`config.mk`:
```
export PLATFORM = sky130hd
export DESIGN_NAME = led_pattern_sequencer
export DESIGN_NICKNAME = d
export VERILOG_FILES = /design/src/rtl/led_pattern_sequencer.sv
export SDC_FILE = /design/constraint.sdc
export NUM_CORES = 1
export LEC_CHECK = 0
export ABC_CLOCK_PERIOD_IN_PS = 2800
export CAP_MARGIN = 30
export CORE_UTILIZATION = 50
export DETAILED_ROUTE_END_ITERATION = 12
export PLACE_DENSITY = 0.68
export SLEW_MARGIN = 0
export SYNTH_ARGS = -nofsm -noshare
export SYNTH_HDL_FRONTEND = slang
export SYNTH_SLANG_ARGS = --single-unit
```
`constraint.sdc`:
```
create_clock -name CLOCK_50 -period 2.8 [get_ports CLOCK_50]
set_input_delay 0.42 -clock CLOCK_50 [delete_from_list [all_inputs] [get_ports CLOCK_50]]
set_output_delay 0.42 -clock CLOCK_50 [all_outputs]
set_load 0.01 [all_outputs]
```
`src/rtl/led_pattern_sequencer.sv`:
```
// LED bank sequencer: four patterns (blink, chase left/right, ping-pong) stepped at a switch-selected rate.
// Switch-to-effect latency 2 cycles; no backpressure, LEDR/mode change the cycle after tick.
module led_pattern_sequencer #(
  parameter int DIV0 = 50_000_000,
  parameter int DIV1 = 25_000_000,
  parameter int DIV2 = 10_000_000,
  parameter int DIV3 = 5_000_000
) (
  input  logic       CLOCK_50,
  input  logic       reset,
  input  logic [9:0] SW,
  output logic [9:0] LEDR,
  output logic [1:0] mode,
  output logic       tick
);

  localparam int DIV_MAX01 = (DIV0 > DIV1) ? DIV0 : DIV1;
  localparam int DIV_MAX23 = (DIV2 > DIV3) ? DIV2 : DIV3;
  localparam int DIV_MAX   = (DIV_MAX01 > DIV_MAX23) ? DIV_MAX01 : DIV_MAX23;
  localparam int CW        = $clog2(DIV_MAX);

  typedef enum logic [1:0] {
    BLINK    = 2'b00,
    LEFT     = 2'b01,
    RIGHT    = 2'b10,
    PINGPONG = 2'b11
  } mode_e;

  // Only pause, mode request and rate bits are used; SW[8:4] are don't-care.
  logic [4:0]    r_sw_meta;
  logic [4:0]    r_sw_s;
  logic [1:0]    r_rate;
  logic [CW-1:0] r_cnt;
  logic          r_tick;
  mode_e         r_mode;
  logic [9:0]    r_ledr;
  logic          r_dir_up;

  logic [CW-1:0] w_last;
  logic          w_pause;
  logic [1:0]    w_rate_req;
  mode_e         w_mode_req;
  logic          w_onehot;
  logic          w_unused_sw;

  assign w_unused_sw = ^SW[8:4];
  assign w_pause     = r_sw_s[4];
  assign w_mode_req  = mode_e'(r_sw_s[3:2]);
  assign w_rate_req  = r_sw_s[1:0];
  assign w_onehot    = (r_ledr != 10'h000) && ((r_ledr & (r_ledr - 10'h001)) == 10'h000);

  always_comb begin
    w_last = CW'(DIV0 - 1);
    case (w_rate_req)
      2'b00: w_last = CW'(DIV0 - 1);
      2'b01: w_last = CW'(DIV1 - 1);
      2'b10: w_last = CW'(DIV2 - 1);
      2'b11: w_last = CW'(DIV3 - 1);
      default: w_last = CW'(DIV0 - 1);
    endcase
  end

  function automatic logic [9:0] init_of(input mode_e m);
    case (m)
      BLINK:    init_of = 10'h3FF;
      LEFT:     init_of = 10'h001;
      RIGHT:    init_of = 10'h200;
      PINGPONG: init_of = 10'h001;
      default:  init_of = 10'h000;
    endcase
  endfunction

  // A rate change outranks both pause and a terminal count: the new period starts from zero.
  always_ff @(posedge CLOCK_50) begin
    if (reset) begin
      r_sw_meta <= '0;
      r_sw_s    <= '0;
      r_rate    <= '0;
      r_cnt     <= '0;
      r_tick    <= 1'b0;
    end else begin
      r_sw_meta <= {SW[9], SW[3:0]};
      r_sw_s    <= r_sw_meta;
      r_rate    <= w_rate_req;
      r_tick    <= 1'b0;
      if (w_rate_req != r_rate) begin
        r_cnt <= '0;
      end else if (!w_pause) begin
        if (r_cnt == w_last) begin
          r_cnt  <= '0;
          r_tick <= 1'b1;
        end else begin
          r_cnt <= r_cnt + 1'b1;
        end
      end
    end
  end

  always_ff @(posedge CLOCK_50) begin
    if (reset) begin
      r_mode   <= BLINK;
      r_ledr   <= 10'h000;
      r_dir_up <= 1'b1;
    end else if (r_tick && !w_pause) begin
      if (w_mode_req != r_mode) begin
        r_mode   <= w_mode_req;
        r_ledr   <= init_of(w_mode_req);
        r_dir_up <= 1'b1;
      end else begin
        case (r_mode)
          BLINK: r_ledr <= ~r_ledr;
          LEFT:  r_ledr <= w_onehot ? {r_ledr[8:0], r_ledr[9]} : 10'h001;
          RIGHT: r_ledr <= w_onehot ? {r_ledr[0], r_ledr[9:1]} : 10'h200;
          PINGPONG: begin
            // Reverse without revisiting the endpoint, so 200 and 001 each show once per sweep.
            if (!w_onehot) begin
              r_ledr   <= 10'h001;
              r_dir_up <= 1'b1;
            end else if (r_dir_up) begin
              if (r_ledr[9]) begin
                r_ledr   <= 10'h100;
                r_dir_up <= 1'b0;
              end else begin
                r_ledr <= r_ledr << 1;
              end
            end else begin
              if (r_ledr[0]) begin
                r_ledr   <= 10'h002;
                r_dir_up <= 1'b1;
              end else begin
                r_ledr <= r_ledr >> 1;
              end
            end
          end
          default: r_ledr <= r_ledr;
        endcase
      end
    end
  end

  assign LEDR = r_ledr;
  assign mode = r_mode;
  assign tick = r_tick;

endmodule

```
==> flow_metrics.env, run 1 <==
export IMPL_hold_viol_final=0
export IMPL_dieArea_um2=5917
export IMPL_switching_share_pct=24.05
export IMPL_outcome="completed"
export IMPL_cts_sinks=52
export IMPL_rsz0062_at_grt="false"
export IMPL_routed_wl_um=5646
export IMPL_routed_via_density=5.547
export IMPL_initial_core_util_pct=53.25
export IMPL_skew_ns=0.008003
export IMPL_min_to="r_sw_s[3]"
export IMPL_nets=364
export IMPL_syn_num_nets=352
export IMPL_gr_usage_all_layers_pct=20.54
export IMPL_synth_edf_count=0
export IMPL_ys_flop_type="dfxtp_1"
export IMPL_min_from="r_sw_meta[3]"
export IMPL_muxShareOfSynthArea_pct=0.4012
export IMPL_synth_top_family_by_area="simple AND/OR/NAND/NOR gates"
export IMPL_grtUsageMet1_pct=31.27
export IMPL_p_int_w=0.0009688
export IMPL_rr_endpoint="LEDR[0]"
export IMPL_yosysWarnings=0
export IMPL_ios=25
export IMPL_ant_nets=0
export IMPL_min_path_type="reg -> reg"
export IMPL_clk_latency_ns=0.30
export IMPL_gp_congestion=0.8125
export IMPL_fmax_mhz=414.0
export IMPL_r2r_slack_ns=0.38
export IMPL_r2r_start="LEDR[2]"
export IMPL_grt_max_degree=26
export IMPL_setup_viol=0
export IMPL_ctsHoldBuffers=0
export IMPL_syn_area_um2=2806
export IMPL_p_clk_share_pct=33.7
export IMPL_cts_tree="built"
export IMPL_cts_buffer_depth=2
export IMPL_p_comb_share_pct=6.5
export IMPL_ys_seq_area_share_pct=37.09
export IMPL_dr_pass1_iters=4
export IMPL_drtIter0Drc=184
export IMPL_synth_xor_xnor_area_share_pct=9.362
export IMPL_syn_mean_instance_area_um2=8.279
export IMPL_tightest_slew_ns=0.6547
export IMPL_synth_top_cell_area_share_pct=37.09
export IMPL_cts_max_level=2
export IMPL_yosysTopAreaCell="dfxtp_1"
export IMPL_io_buffers=19
export IMPL_fill_cells=509
export IMPL_p_leak_nw=1.056
export IMPL_ys_top_cells_by_count="nor2_1, dfxtp_1, nand2_1"
export IMPL_start_kind="flip-flop"
export IMPL_holdPathStages=1
export IMPL_layout_drive_gt1_share_pct=10.51
export IMPL_fin_crit_ns=2.416
export IMPL_hpwl_um=3891
export IMPL_ys_top_cells_by_area="dfxtp_1, nor2_1, xor2_1, xnor2_1, nand2_1"
export IMPL_p_sw_w=0.0003069
export IMPL_coreArea_um2=5270
export IMPL_antenna_cells=0
export IMPL_rows=26
export IMPL_num_vias=2341
export IMPL_clk_pin_slew_ns=0.10
export IMPL_synth_cell_types=60
export IMPL_synth_compound_area_share_pct=16.67
export IMPL_post_drt_wl_per_cell_um=13.38
export IMPL_synthAdderAreaFrac_pct=0.8025
export IMPL_grt_met2_usage_pct=29.11
export IMPL_synthCells=339
export IMPL_grt_pass1_wl_um=9839
export IMPL_syn_to_final_growth_pct=10.92
export IMPL_post_cts_buffers=0
export IMPL_dieHeight_um=76.92
export IMPL_synth_async_reset_ratio_pct=0
export IMPL_drv_cap=0
export IMPL_drc_errors=0
export IMPL_cts_root_buf="clkbuf_8"
export IMPL_crit_path_max_fanout=13
export IMPL_critPathKind="reg -> reg"
export IMPL_slew_headroom_pct=55.96
export IMPL_gr_total_overflow=0
export IMPL_finalCritPeriodShare_pct=86.27
export IMPL_antenna_found_initial=0
export IMPL_p_seq_share_pct=59.9
export IMPL_final_setup_tns_ns=0
export IMPL_ctsResizeCount=0
export IMPL_yosysMostFrequentCell="nor2_1"
export IMPL_ys_seq_elements=52
export IMPL_cts_made_buffers=5
export IMPL_rr_worst_depth=6
export IMPL_yosys_area_share_simple_pct=29.87
export IMPL_busiest_layer="met1"
export IMPL_crit_path_end_kind="flip-flop"
export IMPL_peakVddDrop_mv=0.4234
export IMPL_power_density_nw_per_um2=409.8
export IMPL_crit_arrival_ns=2.61
export IMPL_worstPathRequired_ns=3.00
export IMPL_grtUsageMet3_pct=3.690
export IMPL_die_width_um=76.92
export IMPL_slew_violations=0
export IMPL_power_total_w=0.001276
export IMPL_grt_pass1_vias=2099
[area by class of cell]
| type | instances | area, um^2 | share of cell area (%) |
|---|---|---|---|
| clock buffers | 6 | 72.57 | 2.331 |
| clock inverters | 2 | 16.27 | 0.5225 |
| inverters | 6 | 22.52 | 0.7235 |
| multi-input cells | 258 | 1603 | 51.49 |
| flip-flops and latches | 52 | 1041 | 33.44 |
| well taps | 70 | 87.58 | 2.814 |
| repair buffers | 28 | 270.3 | 8.682 |
[power groups by stage]
| stage | sequential [W] | clock [W] | combinational [W] |
|---|---|---|---|
| after floorplan | 0.000774 | 0 | 0.0000646 |
| after global placement | 0.000781 | 0 | 0.0000810 |
| after detailed placement | 0.000781 | 0 | 0.0000829 |
| after CTS | 0.000764 | 0.000442 | 0.0000832 |
| after global routing | 0.000766 | 0.000484 | 0.0000922 |
| final | 0.000764 | 0.000429 | 0.0000825 |
[how the worst max path moves through the flow]
stage                         end  depth (start not counted)     from  slack, ns
after floorplan           LEDR[3]                          8  LEDR[1]       0.59
after global placement    LEDR[0]                          6  LEDR[2]       0.45
after detailed placement  LEDR[0]                          6  LEDR[2]       0.40
after CTS                 LEDR[0]                          6  LEDR[2]       0.40
after global routing      LEDR[2]                          6  LEDR[2]       0.27
final                     LEDR[0]                          6  LEDR[2]       0.38
[per-stage QoR]
step                      cells  hold slack, ns  area, um^2  setup slack (ns)  utilization (%)
final                       422          0.4480        3113            0.3844            59.07
after global routing        422          0.4679        3113            0.2738            59.07
after CTS                   422          0.4507        3113            0.4001            59.07
after detailed placement    414          0.4259        3024            0.4026            57.38
after global placement      414          0.4165        3024            0.4498            57.38
after floorplan             339          0.4138        2806            0.5938                -
[critical path: stages (launching register included)]
cell and delay [ns]:
dfxtp_1 0.41, or4_4 0.55, or3_4 0.35, a211oi_2 0.21, o311a_2 0.38, nor4bb_1 0.32, nor3_1 0.09
[cell usage in the layout (no fill, tap or decap), drive strengths merged, types with 6 or more instances in the layout]
cell / netlist / layout
nand3: 8 / 8
nor2: 55 / 55
nand2b: 7 / 7
nor3: 11 / 11
clkdlybuf4s50: 0 / 19
clkbuf: 12 / 6
xnor2: 14 / 14
o21ai: 10 / 10
a21oi: 23 / 23
nand2: 28 / 28
buf: 10 / 9
xor2: 16 / 16
inv: 6 / 6
dfxtp: 52 / 52
nor4: 7 / 7
nor2b: 16 / 16
[sequential cells by signal, summed over array words and instances (netlist names)]
name	flops
r_cnt	26
r_sw_s	5
r_sw_meta	5
r_rate	2
r_dir_up	1
mode	2
LEDR	10
tick	1
[kinds of logic after synthesis]
family	count (synthesis)
AOI/OAI and AO/OA	65
xor gates and xnor gates	30
adders and majority gates	2
buffers and inverters	29
DFF	52
muxes	1
and+or+nand+nor	160
[metal layers]
metal / vias to the layer above / wire length (um)
met1: 1095 / 2976
met4: 0 / 21
li1: 1200 / -
met3: 3 / 230
met2: 43 / 2418
met5: - / 0
(Power assumes the default switching activity.)
==> run 2: changes to the inputs <==
--- a/config.mk
+++ b/config.mk
@@ -5,7 +5,7 @@
 export SDC_FILE = /design/constraint.sdc
 export NUM_CORES = 1
 export LEC_CHECK = 0
-export ABC_CLOCK_PERIOD_IN_PS = 2800
+export ABC_CLOCK_PERIOD_IN_PS = 2700
 export CAP_MARGIN = 30
 export CORE_UTILIZATION = 50
 export DETAILED_ROUTE_END_ITERATION = 12
==> constraint.sdc (replaced) <==
create_clock -name CLOCK_50 -period 2.7 [get_ports CLOCK_50]
set_input_delay 0.405 -clock CLOCK_50 [delete_from_list [all_inputs] [get_ports CLOCK_50]]
set_output_delay 0.405 -clock CLOCK_50 [all_outputs]
set_load 0.01 [all_outputs]
==> run 2 against run 1 <==
Net effect: combinational power up 3.2%; sequential share of layout area down 0.63 points; wire length up 3.1%; die area unchanged; global-route usage up 0.71 points; clock power up 28%; clock-buffer cell count unchanged; sequential cell count unchanged; design area up 1.9%; first-iteration DRC count down 22%.
==> flow_metrics.env, run 2 (synthesis gave the netlist of run 1 again) <==
export IMPL_syn_to_final_growth_pct=13.06
export IMPL_crit_slowest_cell="or4_4"
export IMPL_drc_errors=0
export IMPL_rr_worst_depth=6
export IMPL_setup_viol=0
export IMPL_p_clk_share_pct=38.4
export IMPL_antenna_found_initial=0
export IMPL_cts_buffer_depth=2
export IMPL_p_comb_share_pct=6.0
export IMPL_drtIter0Drc=143
export IMPL_p_leak_nw=1.098
export IMPL_io_buffers=19
export IMPL_crit_arrival_ns=2.53
export IMPL_cts_tree="built"
export IMPL_min_path_type="reg -> reg"
export IMPL_fill_cells=492
export IMPL_worstPathRequired_ns=2.90
export IMPL_ant_nets=0
export IMPL_gp_congestion=0.8330
export IMPL_post_cts_buffers=0
export IMPL_top_register="r_cnt"
export IMPL_crit_path_end_kind="flip-flop"
export IMPL_nets=369
export IMPL_power_density_nw_per_um2=448.6
export IMPL_num_vias=2387
export IMPL_largest_reg_flops=26
export IMPL_start_kind="flip-flop"
export IMPL_rr_endpoint="LEDR[0]"
export IMPL_slew_violations=0
export IMPL_p_sw_w=0.0003234
export IMPL_dp_cells=419
export IMPL_r2r_slack_ns=0.37
export IMPL_crit_path_max_fanout=13
export IMPL_post_drt_wl_per_cell_um=13.63
export IMPL_cts_sinks=52
export IMPL_grt_max_degree=26
export IMPL_fin_cells=427
export IMPL_routed_wl_um=5820
export IMPL_layout_drive_gt1_share_pct=11.76
export IMPL_antenna_cells=0
export IMPL_rows=26
export IMPL_final_setup_tns_ns=0
export IMPL_rsz0062_at_grt="false"
export IMPL_die_width_um=76.92
export IMPL_p_int_w=0.001100
export IMPL_cts_max_level=2
export IMPL_clk_pin_slew_ns=0.09
export IMPL_ctsResizeCount=0
export IMPL_p_seq_share_pct=55.6
export IMPL_dieArea_um2=5917
export IMPL_initial_core_util_pct=53.25
export IMPL_cts_root_buf="clkbuf_8"
export IMPL_slew_headroom_pct=58.27
export IMPL_crit_start="LEDR[1]"
export IMPL_fin_crit_ns=2.335
export IMPL_routed_via_density=5.590
export IMPL_final_common_cell="nor2_1"
export IMPL_clk_latency_ns=0.31
export IMPL_tightest_slew_ns=0.6203
export IMPL_crit_chain="or4_4 -> or3_4 -> nor3_1 -> o311a_2 -> nor4bb_1 -> nor3_1"
export IMPL_coreArea_um2=5270
export IMPL_crit_end="LEDR[0]"
export IMPL_mostFrequentLayoutCells="nor2_1, dfxtp_1, nand2_1"
export IMPL_outcome="completed"
export IMPL_r2r_start="LEDR[1]"
export IMPL_grt_pass1_vias=2212
export IMPL_path_common_cell="nor3_1"
export IMPL_fmax_mhz=428.3
export IMPL_drv_cap=0
export IMPL_grt_pass1_wl_um=10150
export IMPL_ios=25
export IMPL_switching_share_pct=22.72
export IMPL_critPathKind="reg -> reg"
export IMPL_ctsHoldBuffers=0
export IMPL_hold_viol_final=0
export IMPL_cpPeakStageDelay_ns=0.55
export IMPL_skew_ns=0.004678
export IMPL_dieHeight_um=76.92
export IMPL_peakVddDrop_mv=0.3590
export IMPL_hpwl_um=3951
export IMPL_finalCritPeriodShare_pct=86.47
export IMPL_cts_made_buffers=5
export IMPL_gr_usage_all_layers_pct=21.25
export IMPL_dr_pass1_iters=5
export IMPL_gr_total_overflow=0
==> run 2: power groups by stage <==
stage / combinational (W) / sequential (W) / clock [W]
floorplan: 0.0000670 / 0.000803 / 0
global placement: 0.0000841 / 0.000809 / 0
detailed placement: 0.0000850 / 0.000810 / 0
CTS: 0.0000852 / 0.000792 / 0.000563
global route: 0.0000949 / 0.000794 / 0.000591
finish: 0.0000851 / 0.000792 / 0.000547
==> run 2: area by class of cell <==
cell class                 instances  area, um^2  share of cell area [%]
timing repair buffer              33       307.8                   9.700
tap                               70       87.58                   2.760
multi-input combinational        258        1603                   50.51
sequential                        52        1041                   32.81
inverter                           6       22.52                  0.7098
clock inverter                     2       38.79                   1.222
clock buffer                       6       72.57                   2.287
==> run 2: critical path: cells and delay by family, from the launching register on <==
| family | cells | cell delay, ns |
|---|---|---|
| AND/OR/NAND/NOR | 5 | 1.49 |
| AO/OA/AOI/OAI | 1 | 0.42 |
| flip-flops | 1 | 0.32 |
==> run 2: through the flow <==
step                      util, %  area [um^2]  setup WS [ns]  power (W)  hold WS [ns]
after CTS                   60.21         3173         0.3957   0.001440        0.4465
after detailed placement    58.10         3062         0.4160  0.0008946        0.4231
after global placement      58.10         3062         0.4376  0.0008932        0.4173
final                       60.21         3173         0.3654   0.001423        0.4422
after global routing        60.21         3173         0.2805   0.001480        0.4644
after floorplan                 -         2806         0.4938  0.0008700        0.4138
==> run 2: how the worst min path moves through the flow <==
stage / start / endpoint / slack (ns) / depth (start not counted)
floorplan: r_sw_meta[0] / r_sw_s[0] / 0.41 / 1
global placement: r_sw_meta[0] / r_sw_s[0] / 0.42 / 1
detailed placement: r_sw_meta[4] / r_sw_s[4] / 0.42 / 1
CTS: r_sw_meta[4] / r_sw_s[4] / 0.45 / 1
global route: r_sw_meta[4] / r_sw_s[4] / 0.46 / 1
finish: r_sw_meta[4] / r_sw_s[4] / 0.44 / 1
==> run 2: metal layers <==
layer	wire, um	global-route usage [%]
met3	282	3.571
met1	3021	30.63
met5	0	0
met4	21	7.308
met2	2495	31.70
